## config.mk

```make
export PLATFORM = sky130hd
export DESIGN_NAME = aiva_sequencer
export DESIGN_NICKNAME = d
export VERILOG_FILES = /design/src/rtl/aiva_pkg.sv /design/src/rtl/aiva_instr_decode.sv /design/src/rtl/aiva_sequencer.sv
export SDC_FILE = /design/constraint.sdc
export NUM_CORES = 1
export LEC_CHECK = 0
export CORE_ASPECT_RATIO = 1.5
export CORE_MARGIN = 1
export CORE_UTILIZATION = 30
export DETAILED_ROUTE_END_ITERATION = 8
export GPL_ROUTABILITY_DRIVEN = 0
export SLEW_MARGIN = 10
export SYNTH_ARGS = -nofsm -noshare
export SYNTH_HDL_FRONTEND = slang
export SYNTH_SLANG_ARGS = --single-unit
```

## constraint.sdc

```tcl
create_clock -name clk -period 3.75 [get_ports clk]
set_clock_uncertainty 0.1 [all_clocks]
set_input_delay 0.75 -clock clk [delete_from_list [all_inputs] [get_ports clk]]
set_output_delay 0.75 -clock clk [all_outputs]
set_load 0.1 [all_outputs]
```

## src/rtl/aiva_pkg.sv

```systemverilog
// ============================================================================
// aiva_pkg : shared opcodes, instruction field widths and sequencer states.
// Optional feature macro: AIVA_SEQ_SINGLE_STEP_EN (adds ST_STEP_WAIT).
// Revision: 1.0
// ============================================================================
`default_nettype none

package aiva_pkg;

   localparam int OPCODE_W  = 4;
   localparam int RSVD_W    = 4;
   localparam int OPERAND_W = 8;
   localparam int INSTR_W   = OPCODE_W + RSVD_W + OPERAND_W;
   localparam int ADDR_W    = 8;

   localparam logic [OPCODE_W-1:0] OP_NOP    = 4'h0;
   localparam logic [OPCODE_W-1:0] OP_JMP    = 4'h1;
   localparam logic [OPCODE_W-1:0] OP_BZ     = 4'h2;
   localparam logic [OPCODE_W-1:0] OP_ALU_LO = 4'h3;
   localparam logic [OPCODE_W-1:0] OP_ALU_HI = 4'hE;
   localparam logic [OPCODE_W-1:0] OP_HALT   = 4'hF;

   typedef enum logic [2:0] {
      ST_IDLE    = 3'd0,
      ST_FETCH   = 3'd1,
      ST_DECODE  = 3'd2,
      ST_EXEC    = 3'd3,
      ST_ADVANCE = 3'd4,
`ifdef AIVA_SEQ_SINGLE_STEP_EN
      ST_HALT    = 3'd5,
      ST_STEP_WAIT = 3'd6
`else
      ST_HALT    = 3'd5
`endif
   } state_t;

endpackage

`default_nettype wire

```

## src/rtl/aiva_instr_decode.sv

```systemverilog
// ============================================================================
// aiva_instr_decode : combinational opcode classifier for the sequencer.
// Revision: 1.0
// ============================================================================
`default_nettype none

module aiva_instr_decode
   import aiva_pkg::*;
(
   input  logic [OPCODE_W-1:0] opcode,
   output logic                is_jmp,
   output logic                is_bz,
   output logic                is_alu,
   output logic                is_halt
);

   always_comb begin
      is_jmp  = (opcode == OP_JMP);
      is_bz   = (opcode == OP_BZ);
      is_alu  = (opcode >= OP_ALU_LO) && (opcode <= OP_ALU_HI);
      is_halt = (opcode == OP_HALT);
   end

endmodule

`default_nettype wire

```

## src/rtl/aiva_sequencer.sv

```systemverilog
// ============================================================================
// aiva_sequencer : fetch/decode/execute control FSM driving the Aiva PC.
// Optional feature macro: AIVA_SEQ_SINGLE_STEP_EN (step input, STEP_WAIT).
// Revision: 1.0
// ============================================================================
`default_nettype none

module aiva_sequencer
   import aiva_pkg::*;
(
   input  logic                 clk,
   input  logic                 rst_n,
   input  logic                 start,
`ifdef AIVA_SEQ_SINGLE_STEP_EN
   input  logic                 step,
`endif
   output logic                 imem_req,
   input  logic                 imem_ack,
   input  logic [INSTR_W-1:0]   imem_rdata,
   output logic                 pc_en,
   output logic                 pc_branch_en,
   output logic [ADDR_W-1:0]    pc_next_addr,
   output logic                 exec_valid,
   output logic [OPCODE_W-1:0]  exec_op,
   output logic [OPERAND_W-1:0] exec_operand,
   input  logic                 exec_done,
   input  logic                 zero_flag,
   output logic                 busy,
   output logic                 halted
);

   state_t               state;
   state_t               state_next;
   logic [INSTR_W-1:0]   ir;
   logic                 branch;

   logic [OPCODE_W-1:0]  ir_op;
   logic [OPERAND_W-1:0] ir_operand;
   logic                 is_jmp;
   logic                 is_bz;
   logic                 is_alu;
   logic                 is_halt;
   logic                 unused_rsvd;

   assign ir_op       = ir[INSTR_W-1 -: OPCODE_W];
   assign ir_operand  = ir[OPERAND_W-1:0];
   // Reserved field is carried in the IR but has no meaning to the sequencer.
   assign unused_rsvd = ^ir[OPERAND_W +: RSVD_W];

   aiva_instr_decode u_decode (
      .opcode  (ir_op),
      .is_jmp  (is_jmp),
      .is_bz   (is_bz),
      .is_alu  (is_alu),
      .is_halt (is_halt)
   );

   always_ff @(posedge clk or negedge rst_n) begin
      if (!rst_n) begin
         state  <= ST_IDLE;
         ir     <= '0;
         branch <= 1'b0;
      end else begin
         state <= state_next;
         if (state == ST_FETCH && imem_ack) begin
            ir <= imem_rdata;
         end
         if (state == ST_DECODE) begin
            branch <= is_jmp | (is_bz & zero_flag);
         end
      end
   end

   always_comb begin
      state_next = state;
      case (state)
         ST_IDLE: begin
            if (start) state_next = ST_FETCH;
         end
         ST_FETCH: begin
            if (imem_ack) state_next = ST_DECODE;
         end
         ST_DECODE: begin
            if (is_halt)     state_next = ST_HALT;
            else if (is_alu) state_next = ST_EXEC;
            else             state_next = ST_ADVANCE;
         end
         ST_EXEC: begin
            if (exec_done) state_next = ST_ADVANCE;
         end
         ST_ADVANCE: begin
`ifdef AIVA_SEQ_SINGLE_STEP_EN
            state_next = ST_STEP_WAIT;
`else
            state_next = ST_FETCH;
`endif
         end
`ifdef AIVA_SEQ_SINGLE_STEP_EN
         ST_STEP_WAIT: begin
            if (step) state_next = ST_FETCH;
         end
`endif
         ST_HALT: begin
            state_next = ST_HALT;
         end
         default: begin
            state_next = ST_IDLE;
         end
      endcase
   end

   // All outputs decode registered state only, so none follow an input combinationally.
   assign imem_req     = (state == ST_FETCH);
   assign pc_en        = (state == ST_ADVANCE);
   assign pc_branch_en = (state == ST_ADVANCE) && branch;
   assign pc_next_addr = pc_branch_en ? ir_operand : '0;
   assign exec_valid   = (state == ST_EXEC);
   assign exec_op      = exec_valid ? ir_op : '0;
   assign exec_operand = exec_valid ? ir_operand : '0;
   assign busy         = (state != ST_IDLE) && (state != ST_HALT);
   assign halted       = (state == ST_HALT);

endmodule

`default_nettype wire
```

# Word level (Yosys, flattened, before mapping)
# Index checks and enable logic that the tools add are counted.
[word_totals]
register_bits = 20
inputBits = 22
out_inout_bits = 26
word_cells = 35
[op_classes]
magnitude_cmp = 2
eq_ne = 12
n_mux = 9
bitwise_logic = 2
reduce_logical = 7
[op_table]
columns = ["operator", "count"]
rows = [
  ["$pmux W3 S6", 1],
  ["$mux W8", 2],
  ["$mux W3", 5],
  ["$eq A3 B2 Y1 const B", 2],
  ["$eq A3 B3 Y1 const B", 2],
  ["$eq A4 B1 Y1 const B", 1],
  ["$eq A4 B2 Y1 const B", 1],
  ["$eq A4 B4 Y1 const B", 1],
  ["$ge A4 B2 Y1 const B", 1],
  ["$le A4 B4 Y1 const B", 1],
  ["$logic_and A1 B1 Y1", 4],
  ["$mux W4", 1],
  ["$ne A2 B1 Y1 const B", 2],
  ["$eq A3 B1 Y1 const B", 1],
  ["$logic_not A3 Y1", 1],
  ["$ne A3 B3 Y1 const B", 1],
  ["$reduce_and A3 Y1", 1],
  ["$reduce_bool A3 Y1", 1],
  ["$ne A2 B2 Y1 const B", 1],
  ["$and A1 B1 Y1", 1],
  ["$or A1 B1 Y1", 1],
]

# Depth between registers and ports, before layout
# Gate-level depths: netlist of the first run.
[depth]
ltp_word = 5
ltp_mapped = 4

# By module
# Synthesis of the first run repeated with hierarchy kept, for this count alone.
[unflattened]
cells_unflattened = 83
hier_area_um2 = 953.4
[modules_own_cells]
columns = ["module", "instances", "cells_each", "area_per_inst_um2", "seq_area_each_um2"]
rows = [
  ["aiva_sequencer", 1, 78, 913.4, 400.4],
  ["aiva_instr_decode", 1, 5, 40.0, 0.0],
]

# Least setup slack after synthesis of the first run
# Ideal clock, no wire load.
[synth_path]
kind = "flip-flop to output port"
startpoint = "reg state[0]"
endpoint = "out pc_next_addr[0]"
arrival_time_ns = 3.683
required_ns = 2.900
setup_slack_ns = -0.783
path_stages_with_launch = 3
n_path_buf = 0
cell_sequence = "dfrtp_1 nor3_1 and3_2"
[synth_via]
elab_chain_len = 3
[synth_rtl]
columns = ["item", "line_no", "source"]
rows = [
  ["from (decl)", "aiva_sequencer.sv:32", "state_t state;"],
  ["from (signal assigned)", "aiva_sequencer.sv:64", "state <= state_next;"],
  ["$eq A3 B3 Y1", "--", ""],
  ["named net pc_en", "aiva_sequencer.sv:20", "output logic pc_en,"],
  ["$logic_and A1 B1 Y1", "aiva_sequencer.sv:115", "assign pc_branch_en = (state == ST_ADVANCE) && branch;"],
  ["$mux W8", "aiva_sequencer.sv:116", "assign pc_next_addr = pc_branch_en ? ir_operand : '0;"],
  ["to (decl)", "aiva_sequencer.sv:22", "output logic [ADDR_W-1:0] pc_next_addr,"],
]
# The timed path passes the listed nets, and every way through them passes these cells.

# Worst setup path after layout of the first run
[layout_path]
startpoint = "reg state[1]"
endpoint = "out exec_operand[6]"
[layout_via]
elab_chain_len = 2
[layout_rtl]
columns = ["item", "line_no", "source"]
rows = [
  ["$eq A3 B2 Y1", "aiva_sequencer.sv:117", "assign exec_valid = (state == ST_EXEC);"],
  ["$mux W8", "aiva_sequencer.sv:119", "assign exec_operand = exec_valid ? ir_operand : '0;"],
  ["to (decl)", "aiva_sequencer.sv:25", "output logic [OPERAND_W-1:0] exec_operand,"],
]
# No other way between the ends.

==> out/metrics.cfg, run 1 <==
[outcome]
status=finished clean

[routing]
vias_per_cell=4.679
dr.pass1.iters=2
first_iter_violations=25
routed_wl_um=2039
ant_nets=0
wl_per_cell_um=12.59
drc=0
vias=758

[hold_path]
min_from=ir[4]
hp-class=flop to flop

[yosys]
synth.distinct_cells=26
dominantRegCellSynth=dfrtp_1
synth-edff-count=0
synth_top_area_share_pct=45.85
ys_warn_count=0
yosysSeqAreaShare_pct=45.85
synth_nets=102
netlist_instances=80
synth_top_area_cell=dfrtp_1
syn_avg_cell_area_sq_um=10.92
synth_common_cells=dfrtp_1 (16), and2_1 (12), mux2_2 (12), and3_2 (9)
ys_ff_latch=16
syn_area_sq_um=873.3
synthArstFlopShare_pct=100.0
synth_top_cells_by_area=dfrtp_1 (46%), mux2_2 (15%), and2_1 (8.6%)
synthMostInstantiatedCell=dfrtp_1

[die]
row_count=23
fp.coreArea_sq_um=2705
fp.dieH_um=68.08
die_w_um=46.06
initial_core_util_pct=32.28
die-area_sq_um=3135
pin_count=48

[worst_setup_path]
cp.arrival_ns=2.06
critPathLaunch=state[1]
max_stage_delay_ns=0.62
crit_path_max_fanout=13
critical_path.top_delay_family=simple AND/OR/NAND/NOR gates
r2r_start=state[0]
endpoint_kind=output port
path_buf_inv=2
crit_slowest_cell=nor2_1
start_kind=flop
critical_path_class=flop to output port
critPathRequiredTime_ns=2.90
path_cells=inv_1 > nor2_1 > and2_1 > buf_4

[sta]
rsz0062_at_grt=false
drv_slew=0
final-setup-viol-count=0
hold_violations=0
relSlewSlack_pct=49.26
fin_crit_sh_pct=77.63
maxClockFrequency_ghz=0.3435
worst_pin_slew_ns=0.7584
fin_crit_ns=2.911
fin_setup_tns_ns=0

[global_route]
antenna_found_initial=0
grt_pass1_wl_um=3367
grt_max_degree=17
first_global_vias=745
grt-ovfl-total=0
track_usage_pct=14.80

[power]
swShare_pct=54.09
leakagePower_nw=0.6253
irDropWorstVdd_mv=0.4752
p_comb_share_pct=59.5
clock_power_share_pct=12.2
internal_power_w=0.0005640
pwr-share-seq_pct=28.3
power_per_cell_area_nw_per_um2=922.0
p_switching_w=0.0006646
fin_total_pwr_w=0.001229

[clocking]
clock_path_buffers=2
cts-resized-gates=0
clock_sink_count=16
hold_buffers=0
htree_levels=1
cts_setup_buffers=0
cts_root_buf=clkbuf_8
clock_latency_ns=0.24
clk_pin_slew_worst_paths_ns=0.06
cts_buffers=3
cts_tree=yes

[finish]
multiInputGateArea_sq_um=457.9
fin_nets=148
area_delta_synth_final_pct=52.58
fillers=278
ff_latch_area_sq_um=400.4
drive_above_1_share_pct=45.60
n_antenna_cell=0

[placed_design]
io_buffers=43
dp_hpwl_um=1490

[run]
max_cap_viol_count=0

-- area by class of cell --
class / count / share of cell area (%)
clock buffers: 4 / 4.131
inverters: 2 / 0.5634
multi-input cells: 60 / 34.37
flip-flops and latches: 16 / 30.05
well taps: 37 / 3.474
repair buffers: 43 / 27.42
-- worst paths after layout --
path / slack (ns) / to / depth (start not counted)
max: 0.84 / exec_operand[6] / 4
min: 0.42 / ir[4] / 1
min in group asynchronous: 0.83 / ir[4] / 1
max in group asynchronous: 2.26 / ir[6] / 1
max reg2reg: 1.90 / ir[0] / 3
min reg2reg: 0.42 / ir[4] / 1
-- cells in the final DEF (no fill, tap or decap), types with 2 or more instances in the layout --
cell type / n
a21oi_1: 4
and2_1: 12
and3_2: 9
buf_4: 26
clkbuf_8: 4
clkdlybuf4s50_1: 17
dfrtp_1: 16
inv_1: 2
mux2_2: 12
nand2_1: 4
nor2_1: 2
-- power by group through the flow --
stage / registers [W] / logic [W] / clock network, W
3_3_place_gp: 0.000347 / 0.000731 / 0
6_report: 0.000348 / 0.000731 / 0.000150
2_1_floorplan: 0.000323 / 0.000606 / 0
4_1_cts: 0.000348 / 0.000736 / 0.000155
3_5_place_dp: 0.000351 / 0.000734 / 0
5_1_grt: 0.000366 / 0.000770 / 0.000161
-- per-stage QoR --
stage	util (%)	cell area (sq um)	worst slack (ns)	hold WS (ns)	instances
CTS	49.26	1333	0.8413	0.4202	162
floorplan	-	878.3	0.3312	0.3544	80
detailed placement	47.22	1277	1.117	0.4052	158
global placement	47.22	1277	1.128	0.3955	158
finish	49.26	1333	0.8389	0.4160	162
global route	49.26	1333	0.7088	0.4460	162
-- logic make-up after synthesis --
| kind of cell | Yosys count | share of synthesized area, % |
|---|---|---|
| mux | 12 | 15.47 |
| compound gates | 9 | 6.448 |
| buf+inv | 4 | 2.292 |
| flops | 16 | 45.84 |
| simple gates | 39 | 29.94 |
-- worst register-to-register path: stages (launching register included) --
cell	delay (ns)
dfrtp_1	0.53
nand2b_4	0.12
nor3b_4	0.58
mux2_2	0.41
-- layer usage --
metal  track usage (%)  vias up  part of all wire [%]
met5                 0        -                     0
met4             5.515        0                  0.83
met3             1.847        2                   4.2
met2             26.23       22                    56
met1             17.61      361                    38
li1                  -      373                     -
-- state kept, by name, indices dropped and copies added, names as in the netlist --
name,count
branch,1
state,3
ir,12
Power figures use the tool's default switching activity.
==> run 2: changes to the inputs <==
==> constraint.sdc (replaced) <==
create_clock -name clk -period 3.01 [get_ports clk]
set_clock_uncertainty 0.1 [all_clocks]
set_input_delay 0.602 -clock clk [delete_from_list [all_inputs] [get_ports clk]]
set_output_delay 0.602 -clock clk [all_outputs]
set_load 0.1 [all_outputs]
==> out/metrics.cfg, run 2 (synthesis results as in run 1) <==
[sta]
drv_slew=0  ; unchanged
worst_pin_slew_ns=0.7319  ; was 0.7584 ns
hold_ws_ns=0.4165  ; was 0.4160 ns
rsz0062_at_grt=false  ; unchanged
fin_crit_sh_pct=79.37
fin_crit_ns=2.389
final-setup-viol-count=0  ; unchanged
hold_violations=0  ; unchanged
relSlewSlack_pct=51.05  ; was 49.26%
maxClockFrequency_ghz=0.4186
fin_setup_tns_ns=0  ; unchanged

[hold_path]
hp-class=flop to flop  ; unchanged

[die]
initial_core_util_pct=32.28  ; unchanged
row_count=23  ; unchanged
die-area_sq_um=3135  ; unchanged
die_w_um=46.06  ; unchanged
fp.coreArea_sq_um=2705  ; unchanged
fp.dieH_um=68.08  ; unchanged
pin_count=48  ; unchanged

[worst_setup_path]
critical_path.top_delay_family=simple AND/OR/NAND/NOR gates  ; unchanged
path_buf_inv=2  ; unchanged
endpoint_kind=output port  ; unchanged
crit_path_max_fanout=10  ; was 13
max_stage_delay_ns=0.43  ; was 0.62 ns
critical_path_class=flop to output port  ; unchanged
critPathRequiredTime_ns=2.31  ; was 2.90 ns
path_cells=inv_1 > nor3_4 > and3_2 > buf_4  ; was inv_1 > nor2_1 > and2_1 > buf_4
r2r_slack_ns=1.13  ; was 1.90 ns
crit_slowest_cell=dfrtp_1  ; was nor2_1
start_kind=flop  ; unchanged
cp.arrival_ns=1.69  ; was 2.06 ns

[global_route]
track_usage_pct=16.08  ; was 14.80%
grt-ovfl-total=0  ; unchanged
first_global_vias=742  ; was 745
antenna_found_initial=0  ; unchanged
grt_pass1_wl_um=3491  ; was 3367 um
grt_max_degree=17  ; unchanged

[clocking]
cts_buffers=3  ; unchanged
cts-resized-gates=0  ; unchanged
clock_latency_ns=0.26  ; was 0.24 ns
clock_sink_count=16  ; unchanged
cts_root_buf=clkbuf_8  ; unchanged
clk_pin_slew_worst_paths_ns=0.07  ; was 0.06 ns
htree_levels=1  ; unchanged
cts_setup_buffers=0  ; unchanged
cts_tree=yes  ; unchanged
clock_path_buffers=2  ; unchanged
hold_buffers=0  ; unchanged

[finish]
fin_nets=149  ; was 148
top_register=ir  ; unchanged
n_antenna_cell=0  ; unchanged
largest_register_ffs=12  ; unchanged
final_common_cell=clkdlybuf4s50_1  ; was buf_4
multiInputGateArea_sq_um=464.2  ; was 457.9 sq um
drive_above_1_share_pct=46.03  ; was 45.60%
ff_latch_area_sq_um=400.4  ; unchanged
stdcell_area_sq_um=1509  ; was 1333 sq um
fin_util_pct=55.78  ; was 49.26%
fillers=250  ; was 278
final_cell_mix=clkdlybuf4s50_1 (17), dfrtp_1 (16), buf_4 (14)  ; was buf_4 (26), clkdlybuf4s50_1 (17), dfrtp_1 (16)
area_delta_synth_final_pct=72.78  ; was 52.58%
top_regs=ir (12), state (3), branch (1)  ; unchanged

[routing]
vias_per_cell=4.822  ; was 4.679
routed_wl_um=2230  ; was 2039 um
first_iter_violations=14  ; was 25
drc=0  ; unchanged
dr.pass1.iters=4  ; was 2
ant_nets=0  ; unchanged
vias=786  ; was 758
wl_per_cell_um=13.68  ; was 12.59 um

[power]
p_comb_share_pct=62.1  ; was 59.5%
swShare_pct=51.75  ; was 54.09%
power_per_cell_area_nw_per_um2=1116  ; was 922.0 nW/um^2
irDropWorstVdd_mv=0.5885  ; was 0.4752 mV
clock_power_share_pct=11.9  ; was 12.2%
pwr-share-seq_pct=26.0  ; was 28.3%
internal_power_w=0.0008122  ; was 0.0005640 W
p_switching_w=0.0008712  ; was 0.0006646 W
leakagePower_nw=0.6718  ; was 0.6253 nW

[placed_design]
placedInstanceArea_sq_um=1454  ; was 1277 sq um
dp_hpwl_um=1669  ; was 1490 um
io_buffers=43  ; unchanged

[run]
max_cap_viol_count=0  ; unchanged

[outcome]
status=finished clean  ; unchanged

==> run 2: cell type report <==
cell class	instances	share of cell area (%)
repair buffers	44	35.49
multi-input cells	60	30.76
flip-flops and latches	16	26.53
clock buffers	4	3.648
well taps	37	3.068
inverters	2	0.4975
==> run 2: routing by layer <==
| metal | wire length, um | up-vias | track usage, % |
|---|---|---|---|
| met1 | 856 | 378 | 18.41 |
| met2 | 1213 | 28 | 27.46 |
| met4 | 61 | 0 | 11.03 |
| met3 | 98 | 5 | 1.055 |
| met5 | 0 | - | 0 |
| li1 | - | 375 | - |
==> run 2: worst paths after layout <==
kind | startpoint | to | cells after the start
min reg2reg | ir[2] | ir[2] | 1
max in group asynchronous | rst_n | ir[5] | 1
min | ir[2] | ir[2] | 1
max reg2reg | state[0] | ir[14] | 3
max | state[2] | pc_next_addr[2] | 4
min in group asynchronous | rst_n | state[1] | 1
==> run 2: through the flow <==
| step | std cells | setup slack (ns) | power [W] |
|---|---|---|---|
| CTS | 163 | 0.6088 | 0.001701 |
| detailed placement | 159 | 0.6387 | 0.001497 |
| global placement | 159 | 0.6810 | 0.001479 |
| global route | 163 | 0.4730 | 0.001762 |
| floorplan | 80 | 0.2118 | 0.001165 |
| finish | 163 | 0.6210 | 0.001683 |
==> run 2: power groups by stage <==
stage / Sequential, W / Clock, W / Combinational, W
after floorplan: 0.000407 / 0 / 0.000757
after global placement: 0.000437 / 0 / 0.00104
after detailed placement: 0.000445 / 0 / 0.00105
after CTS: 0.000441 / 0.000204 / 0.00106
after global routing: 0.000461 / 0.000208 / 0.00109
final: 0.000438 / 0.000200 / 0.00105
==> run 3: changes to the inputs <==
--- a/config.mk
+++ b/config.mk
@@ -10,6 +10,7 @@
 export CORE_UTILIZATION = 30
 export DETAILED_ROUTE_END_ITERATION = 8
 export GPL_ROUTABILITY_DRIVEN = 0
+export PLACE_DENSITY = 0.67
 export SLEW_MARGIN = 10
 export SYNTH_ARGS = -nofsm -noshare
 export SYNTH_HDL_FRONTEND = slang
==> constraint.sdc (replaced) <==
create_clock -name clk -period 2.01 [get_ports clk]
set_clock_uncertainty 0.1 [all_clocks]
set_input_delay 0.402 -clock clk [delete_from_list [all_inputs] [get_ports clk]]
set_output_delay 0.402 -clock clk [all_outputs]
set_load 0.1 [all_outputs]
==> out/metrics.cfg, run 3 (synthesis results as in run 1) <==
[routing]
ant_nets=0  ; unchanged
first_iter_violations=5  ; was 14
drc=0  ; unchanged
dr.pass1.iters=4  ; unchanged
wl_per_cell_um=14.55  ; was 13.68 um
vias=833  ; was 786
routed_wl_um=2547  ; was 2230 um
vias_per_cell=4.760  ; was 4.822

[global_route]
grt_pass1_wl_um=4250  ; was 3491 um
track_usage_pct=18.70  ; was 16.08%
first_global_vias=876  ; was 742
grt-ovfl-total=0  ; unchanged
grt_max_degree=17  ; unchanged
antenna_found_initial=0  ; unchanged

[placed_design]
dpl.cell_count=162  ; was 159
placedInstanceArea_sq_um=1708  ; was 1454 sq um
io_buffers=43  ; unchanged
dp_slack_ns=0.1414  ; was 0.6387 ns
dp_hpwl_um=1783  ; was 1669 um

[finish]
final_common_cell=buf_12  ; was clkdlybuf4s50_1
top_register=ir  ; unchanged
n_antenna_cell=0  ; unchanged
largest_register_ffs=12  ; unchanged
top_regs=ir (12), state (3), branch (1)  ; unchanged
drive_above_1_share_pct=61.59  ; was 46.03%
stdcell_area_sq_um=1847  ; was 1509 sq um
fin_util_pct=68.27  ; was 55.78%
area_delta_synth_final_pct=111.5  ; was 72.78%
stdcell_count=175  ; was 163
fin_nets=161  ; was 149
final_cell_mix=buf_12 (27), clkdlybuf4s50_1 (17), dfrtp_1 (14)  ; was clkdlybuf4s50_1 (17), dfrtp_1 (16), buf_4 (14)

[clocking]
clock_latency_ns=0.25  ; was 0.26 ns
cts_buffers=3  ; unchanged
clk_pin_slew_worst_paths_ns=0.07  ; about the same
cts_tree=yes  ; unchanged
clock_path_buffers=2  ; unchanged
cts_root_buf=clkbuf_8  ; unchanged
clock_sink_count=16  ; unchanged
htree_levels=1  ; unchanged

[power]
leakagePower_nw=0.7770  ; was 0.6718 nW
irDropWorstVdd_mv=0.8859  ; was 0.5885 mV
power_per_cell_area_nw_per_um2=1550  ; was 1116 nW/um^2

[outcome]
status=finished clean  ; unchanged

[sta]
worst_pin_slew_ns=0.3502  ; was 0.7319 ns
drv_slew=0  ; unchanged
final-setup-viol-count=0  ; unchanged
worst_slack_ns=0.03591  ; was 0.6210 ns
maxClockFrequency_ghz=0.5066
hold_ws_ns=0.3669  ; was 0.4165 ns
hold_violations=0  ; unchanged
fin_crit_ns=1.974
fin_crit_sh_pct=98.21
rsz0062_at_grt=true  ; was false
relSlewSlack_pct=76.65  ; was 51.05%

[die]
pin_count=48  ; unchanged
fp.dieH_um=68.08  ; unchanged
die_w_um=46.06  ; unchanged
row_count=23  ; unchanged
initial_core_util_pct=32.28  ; unchanged
fp.coreArea_sq_um=2705  ; unchanged
die-area_sq_um=3135  ; unchanged

[worst_setup_path]
endpoint_kind=output port  ; unchanged
cp.arrival_ns=1.47  ; was 1.69 ns
r2r_slack_ns=0.44  ; was 1.13 ns
start_kind=flop  ; unchanged
r2r_start=state[2]  ; was state[0]
critical_path_class=flop to output port  ; unchanged
crit_path_max_fanout=4  ; was 10
rr_worst_depth=4  ; was 3
critPathRequiredTime_ns=1.51  ; was 2.31 ns
r2r_end=ir[14]  ; unchanged

[hold_path]
hp-class=input port to asynchronous set/reset pin  ; was flop to flop

[run]
max_cap_viol_count=0  ; unchanged

run 3: changes by cell type in the layout (fill, tap and decap cells not counted), moves of 2 or more:
cell     before  now
and2_1       12    0
and2_4        0   13
and3_2        9    1
and3_4        0    8
buf_12       13   27
buf_4        14    9
buf_6         0    3
dfrtp_1      16   14
dfrtp_2       0    2
run 3: layout make-up:
cell class                      instances  area, sq um
Timing Repair Buffer                   56        812.0
Multi-Input combinational cell         60        533.0
Inverter                                2        7.507
Clock buffer                            4        45.04
Tap cell                               37        46.29
Fill cell                             213        858.3
Sequential cell                        16        402.9
run 3: worst max path at each step:
stage,from,endpoint,cells after the start
global placement,imem_ack,ir[6],4
finish,state[1],pc_next_addr[4],5
floorplan,state[1],pc_next_addr[0],2
CTS,state[2],exec_operand[7],5
detailed placement,imem_ack,ir[7],4
global route,state[1],pc_next_addr[1],5
run 3: report_power, final:
part	switching, W	total, W	internal [W]
Combinational	0.00112	0.00194	0.000822
Sequential	0.000180	0.000664	0.000484
Clock	0.000117	0.000258	0.000140
Total	0.00142	0.00286	0.00145
run 3: what timing repair did:
item / CTS / global route
buffers inserted: 8 / 0
resized for setup: 3 / 7
setup endpoints to repair: 22 / 21
cloned: 1 / 0
hold buffers: 0 / 0
endpoints found under the hold margin: 0 / 0
pin swaps: 1 / 0
run 3: per-layer routing:
| layer | routed length (um) | vias to the layer above | share of wire [%] | global-route usage [%] |
|---|---|---|---|---|
| met5 | 0 | - | 0 | 0 |
| met4 | 12 | 0 | 0.47 | 3.309 |
| met3 | 95 | 2 | 3.7 | 3.430 |
| met2 | 1426 | 28 | 56 | 32.75 |
| met1 | 1013 | 402 | 40 | 23.52 |
| li1 | - | 401 | - | - |
run 3: critical path: stages, from the launching register on:
cell and delay [ns]:
dfrtp_2 0.43, buf_6 0.13, nor3_4 0.14, buf_4 0.16, and3_4 0.19, buf_12 0.17
run 3: per-stage QoR:
step,setup TNS (ns),power [W]
after floorplan,-4.308,0.001818
after global placement,0,0.002428
after detailed placement,0,0.002470
after CTS,0,0.002829
after global routing,-0.1770,0.002998
final,0,0.002862
==> RTL change 1: new RTL, settings of run 3 <==
Add a define of `AIVA_SEQ_SINGLE_STEP_EN`.
--- a/src/rtl/aiva_pkg.sv
+++ b/src/rtl/aiva_pkg.sv
@@ -4,6 +4,8 @@
 // Revision: 1.0
 // ============================================================================
 `default_nettype none
+
+`define AIVA_SEQ_SINGLE_STEP_EN
 
 package aiva_pkg;
 
Ports: changed (added step); port bits go from 48 to 49. No check against the original RTL was run, so the function may have changed too.
==> RTL change 1 against run 3 <==
  * Sequential share of layout area decreased by 0.63 points
  * Sequential cell count unchanged
  * Largest power group unchanged
  * Fmax rose by 0.24%
  * Setup slack improved by 0.0048 ns
  * Power grew 15%
  * First-iteration DRC count is 80% higher
  * Non-clock buffer count is 1 lower
  * Synthesized cell count grew 8.8%
  * Utilization is 4.5 points lower
  * Combinational power is 22% higher
  * Wire length up 17%
  * Area after synthesis grew 10%
  * Cell area up 2.6%
==> RTL change 1: results (changes against run 3) <==
Compound-cell area share of the yosys netlist = 9.11% (was 6.45%)
Synth top area cells = dfrtp_1 42%, mux2_2 14%, and3_1 13%, buf_6 2.3%, o211ai_1 2.3% (was dfrtp_1 46%, mux2_2 15%, and2_1 8.6%, and3_2 7.7%, a21oi_1 2.3%)
Fin crit share = 98.0% (was 98.2%)
Synth top cells by count = 20 x and3_1, 16 x dfrtp_1, 12 x mux2_2 (was 16 x dfrtp_1, 12 x and2_1, 12 x mux2_2)
Clkbuf count = 3 (was 4)
GRT met2 Usage = 31.4% (was 32.7%)
Final nets = 163 (was 161)
Initial DRC Count = 9 (was 5)
RR Endpoint = state[0] (was ir[14])
CP Capture Point = exec_operand[7] (was pc_next_addr[4])
Comb_multi_in = 64 (was 60)
Routed wire length = 2970 um (was 2550 um)
R2R cell count = 5 (was 4)
Sequential-to-total area share from yosys stat = 41.7% (was 45.8%)
Syn_area_per_cell = 11.0 um2 (was 10.9 um2)
Multi-input logic area = 584 um2 (was 533 um2)
Crit path max fanout = 7 (was 4)
Layout cell share with drive strength beyond 1 = 59.4% (was 61.6%)
Setup WS pre-CTS = 0.0900 ns (was 0.141 ns)
Leak Pwr = 0.000806 uW (was 0.000777 uW)
Nonclk inv count = 0 (was 2)
Mux contribution to synthesized area = 16.1% (was 15.5%)
Post-CTS Setup Inserts = 2 (was 8)
Maximum VDD drop = 1060 uV (was 886 uV)
Outcome = finished clean (unchanged)
-- RTL change 1: cell types whose count changed in the layout (fill, tap and decap cells not counted), moves of 2 or more --
| cell | change |
|---|---|
| and3_2 | +9 |
| o211ai_1 | +3 |
| buf_4 | -3 |
| mux2i_1 | +2 |
| and2_4 | -12 |
| and3_1 | +2 |
| a21oi_1 | -4 |
-- RTL change 1: critical path, cell delays in order, from the launching register on --
cell     delay (ns)
dfrtp_2        0.43
and2b_2        0.26
buf_6          0.14
and3_1         0.21
buf_12         0.18
-- RTL change 1: stage by stage --
stage               util [%]  instance area [um2]
CTS                     62.7                 1860
detailed placement      60.3                 1790
global route            63.8                 1900
global placement        60.3                 1790
floorplan                  -                 1030
finish                  63.8                 1900
-- RTL change 1: power by group --
part           leakage (uW)  switching [uW]  internal, uW
Combinational      0.000594            1370           998
Clock             0.0000216             102           133
Sequential         0.000191             182           492
Total              0.000806            1660          1620
==> RTL change 2: new RTL, settings of run 3 <==
Made on the original files. Encoding of `state_t`: now one-hot (6 bits for 6 states).
--- a/src/rtl/aiva_pkg.sv
+++ b/src/rtl/aiva_pkg.sv
@@ -20,17 +20,17 @@
    localparam logic [OPCODE_W-1:0] OP_ALU_HI = 4'hE;
    localparam logic [OPCODE_W-1:0] OP_HALT   = 4'hF;
 
-   typedef enum logic [2:0] {
-      ST_IDLE    = 3'd0,
-      ST_FETCH   = 3'd1,
-      ST_DECODE  = 3'd2,
-      ST_EXEC    = 3'd3,
-      ST_ADVANCE = 3'd4,
+   typedef enum logic [5:0] {
+      ST_IDLE    = 6'b000001,
+      ST_FETCH   = 6'b000010,
+      ST_DECODE  = 6'b000100,
+      ST_EXEC    = 6'b001000,
+      ST_ADVANCE = 6'b010000,
 `ifdef AIVA_SEQ_SINGLE_STEP_EN
       ST_HALT    = 3'd5,
       ST_STEP_WAIT = 3'd6
 `else
-      ST_HALT    = 3'd5
+      ST_HALT    = 6'b100000
 `endif
    } state_t;
 
Function: same outputs for any inputs over 10 cycles, from zero or initial values and one cycle with rst_n low; not proved beyond that.
==> RTL change 2 against run 3 <==
  * The run now ends with negative setup slack left
  * Sequential share of layout area grew 1.0 points
  * Sequential cell count grew 3
  * Cell area is 13% higher
  * Wire length increased by 15%
  * Area after synthesis is 16% higher
  * Fmax is 23% lower
  * Setup slack got worse by 0.59 ns
  * Synthesized cell count is 16% higher
  * Die area is 16% higher
  * Critical path type unchanged
  * Largest cell class unchanged
Power is not compared: it rests on default switching activity, and its combinational part moved more than twofold at a synthesized area within 25%.
==> RTL change 2: results (changes against run 3) <==
R2R cell count = 4 (unchanged)
Synth top cells by count = 18 x dfrtp_1, 13 x and3_1, 13 x mux2_2 (was 16 x dfrtp_1, 12 x and2_1, 12 x mux2_2)
Sequential-to-total area share from yosys stat = 47.0% (was 45.8%)
Leak Pwr = 0.000886 uW
Net Sw Frac = 38.8%
Sequential cell power = 682 uW
Worst EP arrival = 2.06 ns (was 1.47 ns)
Primary FF master, synth = dfrtp_1 (unchanged)
CTS Buf Count = 3 (unchanged)
Top flop regs = ir x12, state x6, branch x1 (was ir x12, state x3, branch x1)
WL per Instance = 15.0 um (was 14.6 um)
Placed cell count = 188 (was 162)
Top Layer Used = met4 (unchanged)
Outcome = finished with violations (was finished clean)
Met3 Usage GRT = 3.75% (was 3.43%)
Via count = 987 (was 833)
Clk root buf = clkbuf_8 (unchanged)
# diodes = 0 (unchanged)
TritonRoute pass-1 iters = 4 (unchanged)
Reg-to-reg setup timing slack = 0.20 ns (was 0.44 ns)
Worst setup margin = -0.550 ns (was 0.0359 ns)
Layout cell share with drive strength beyond 1 = 60.9% (was 61.6%)
HPWL after detailed placement = 2160 um (was 1780 um)
Synth top area cells = dfrtp_1 44%, mux2_2 14%, and3_1 8.0%, and2_1 4.9%, dfstp_2 2.6% (was dfrtp_1 46%, mux2_2 15%, and2_1 8.6%, and3_2 7.7%, a21oi_1 2.3%)
DR WL met2 = 1660 um (was 1430 um)
Routed wire length on met3 = 154 um (was 95 um)
Tightest Pin Transition = 0.342 ns (was 0.350 ns)
Dpl cell area = 1960 um2 (was 1710 um2)
Hold crit path type = input port to asynchronous set/reset pin (unchanged)
GRT met2 Usage = 31.5% (was 32.7%)
# H-tree levels = 1 (unchanged)
Synth warn = 0 (unchanged)
FILL cells = 259 (was 213)
Setup violators final = 25 (was 0)
Routed wire length = 2940 um (was 2550 um)
First-pass GRT wire length = 4800 um (was 4250 um)
Initial antenna violation count = 0 (unchanged)
Initial DRC Count = 7 (was 5)
Met1 Use GR = 20.0% (was 23.5%)
Maximum VDD drop = 850 uV
Wl on met1 = 1070 um (was 1010 um)
Largest net degree at the start of global routing = 20 (was 17)
Gr usage total = 17.6% (was 18.7%)
Sum Neg Setup Slack = -9.40 ns (was 0 ns)
Worst r2r src = state[2] (unchanged)
Library cells used by synthesis = 31 (was 26)
Combinational share of power = 49.4%
Vias in the first global route = 1,036 (was 876)
Net Count, Synth = 115 (was 102)
RR Endpoint = state[0] (was ir[14])
Fin Hold WS = 0.371 ns (was 0.367 ns)
Setup WS pre-CTS = -0.248 ns (was 0.141 ns)
Clk pin slew, worst setup/hold paths = 0.07 ns (about the same)
Violated checks = negative setup slack
Area of the core = 3190 um2 (was 2710 um2)
Port bufs = 43 (unchanged)
Syn_area_per_cell = 10.9 um2 (about the same)
Final nets = 179 (was 161)
## RTL change 2: cell types whose count changed after synthesis, moves of 3 or more
cell	change
a21oi_1	-3
and3_2	-9
and2_1	-4
inv_1	+5
and3_1	+13
## RTL change 2: what timing repair did
item                       in CTS  in global routing
pin swaps                       3                  8
gates resized for setup         7                 11
gates cloned                    0                  1
hold buffers                    0                  0
setup endpoints to repair      25                 26
setup buffers                   2                  2
## RTL change 2: worst max path at each step
stage	start	endpoint	slack (ns)
5_1_grt	state[2]	pc_next_addr[7]	-0.60
6_report	state[2]	pc_next_addr[7]	-0.55
3_3_place_gp	state[3]	pc_next_addr[1]	-0.24
3_5_place_dp	state[3]	pc_next_addr[7]	-0.25
2_1_floorplan	state[3]	pc_next_addr[0]	-1.30
4_1_cts	state[3]	pc_next_addr[1]	-0.51
## RTL change 2: final cells by class
class                      instances  area [um2]  area share (%)
clock buffer                       4        45.0            2.16
inverter                           7        37.5            1.80
multi-input combinational         64         629            30.2
sequential                        19         477            22.8
tap                               40        50.0            2.40
timing repair buffer              62         848            40.6
## RTL change 2: cells by family (layout without fill, tap and decap cells)
group / Yosys count / count (layout) / synth area share, %
AOI/OAI and AO/OA: 11 / 11 / 8.02
DFF: 19 / 19 / 47.0
xor gates and xnor gates: 1 / 1 / 0.863
muxes: 13 / 13 / 14.4
and+or+nand+nor: 39 / 39 / 25.9
buffers and inverters: 10 / 73 / 3.82
## RTL change 2: worst max-delay path, stage by stage, from the launching register on
cell	delay, ns
dfrtp_1	0.40
or4_4	0.56
nor4b_4	0.32
buf_4	0.21
and2_4	0.16
buf_12	0.16
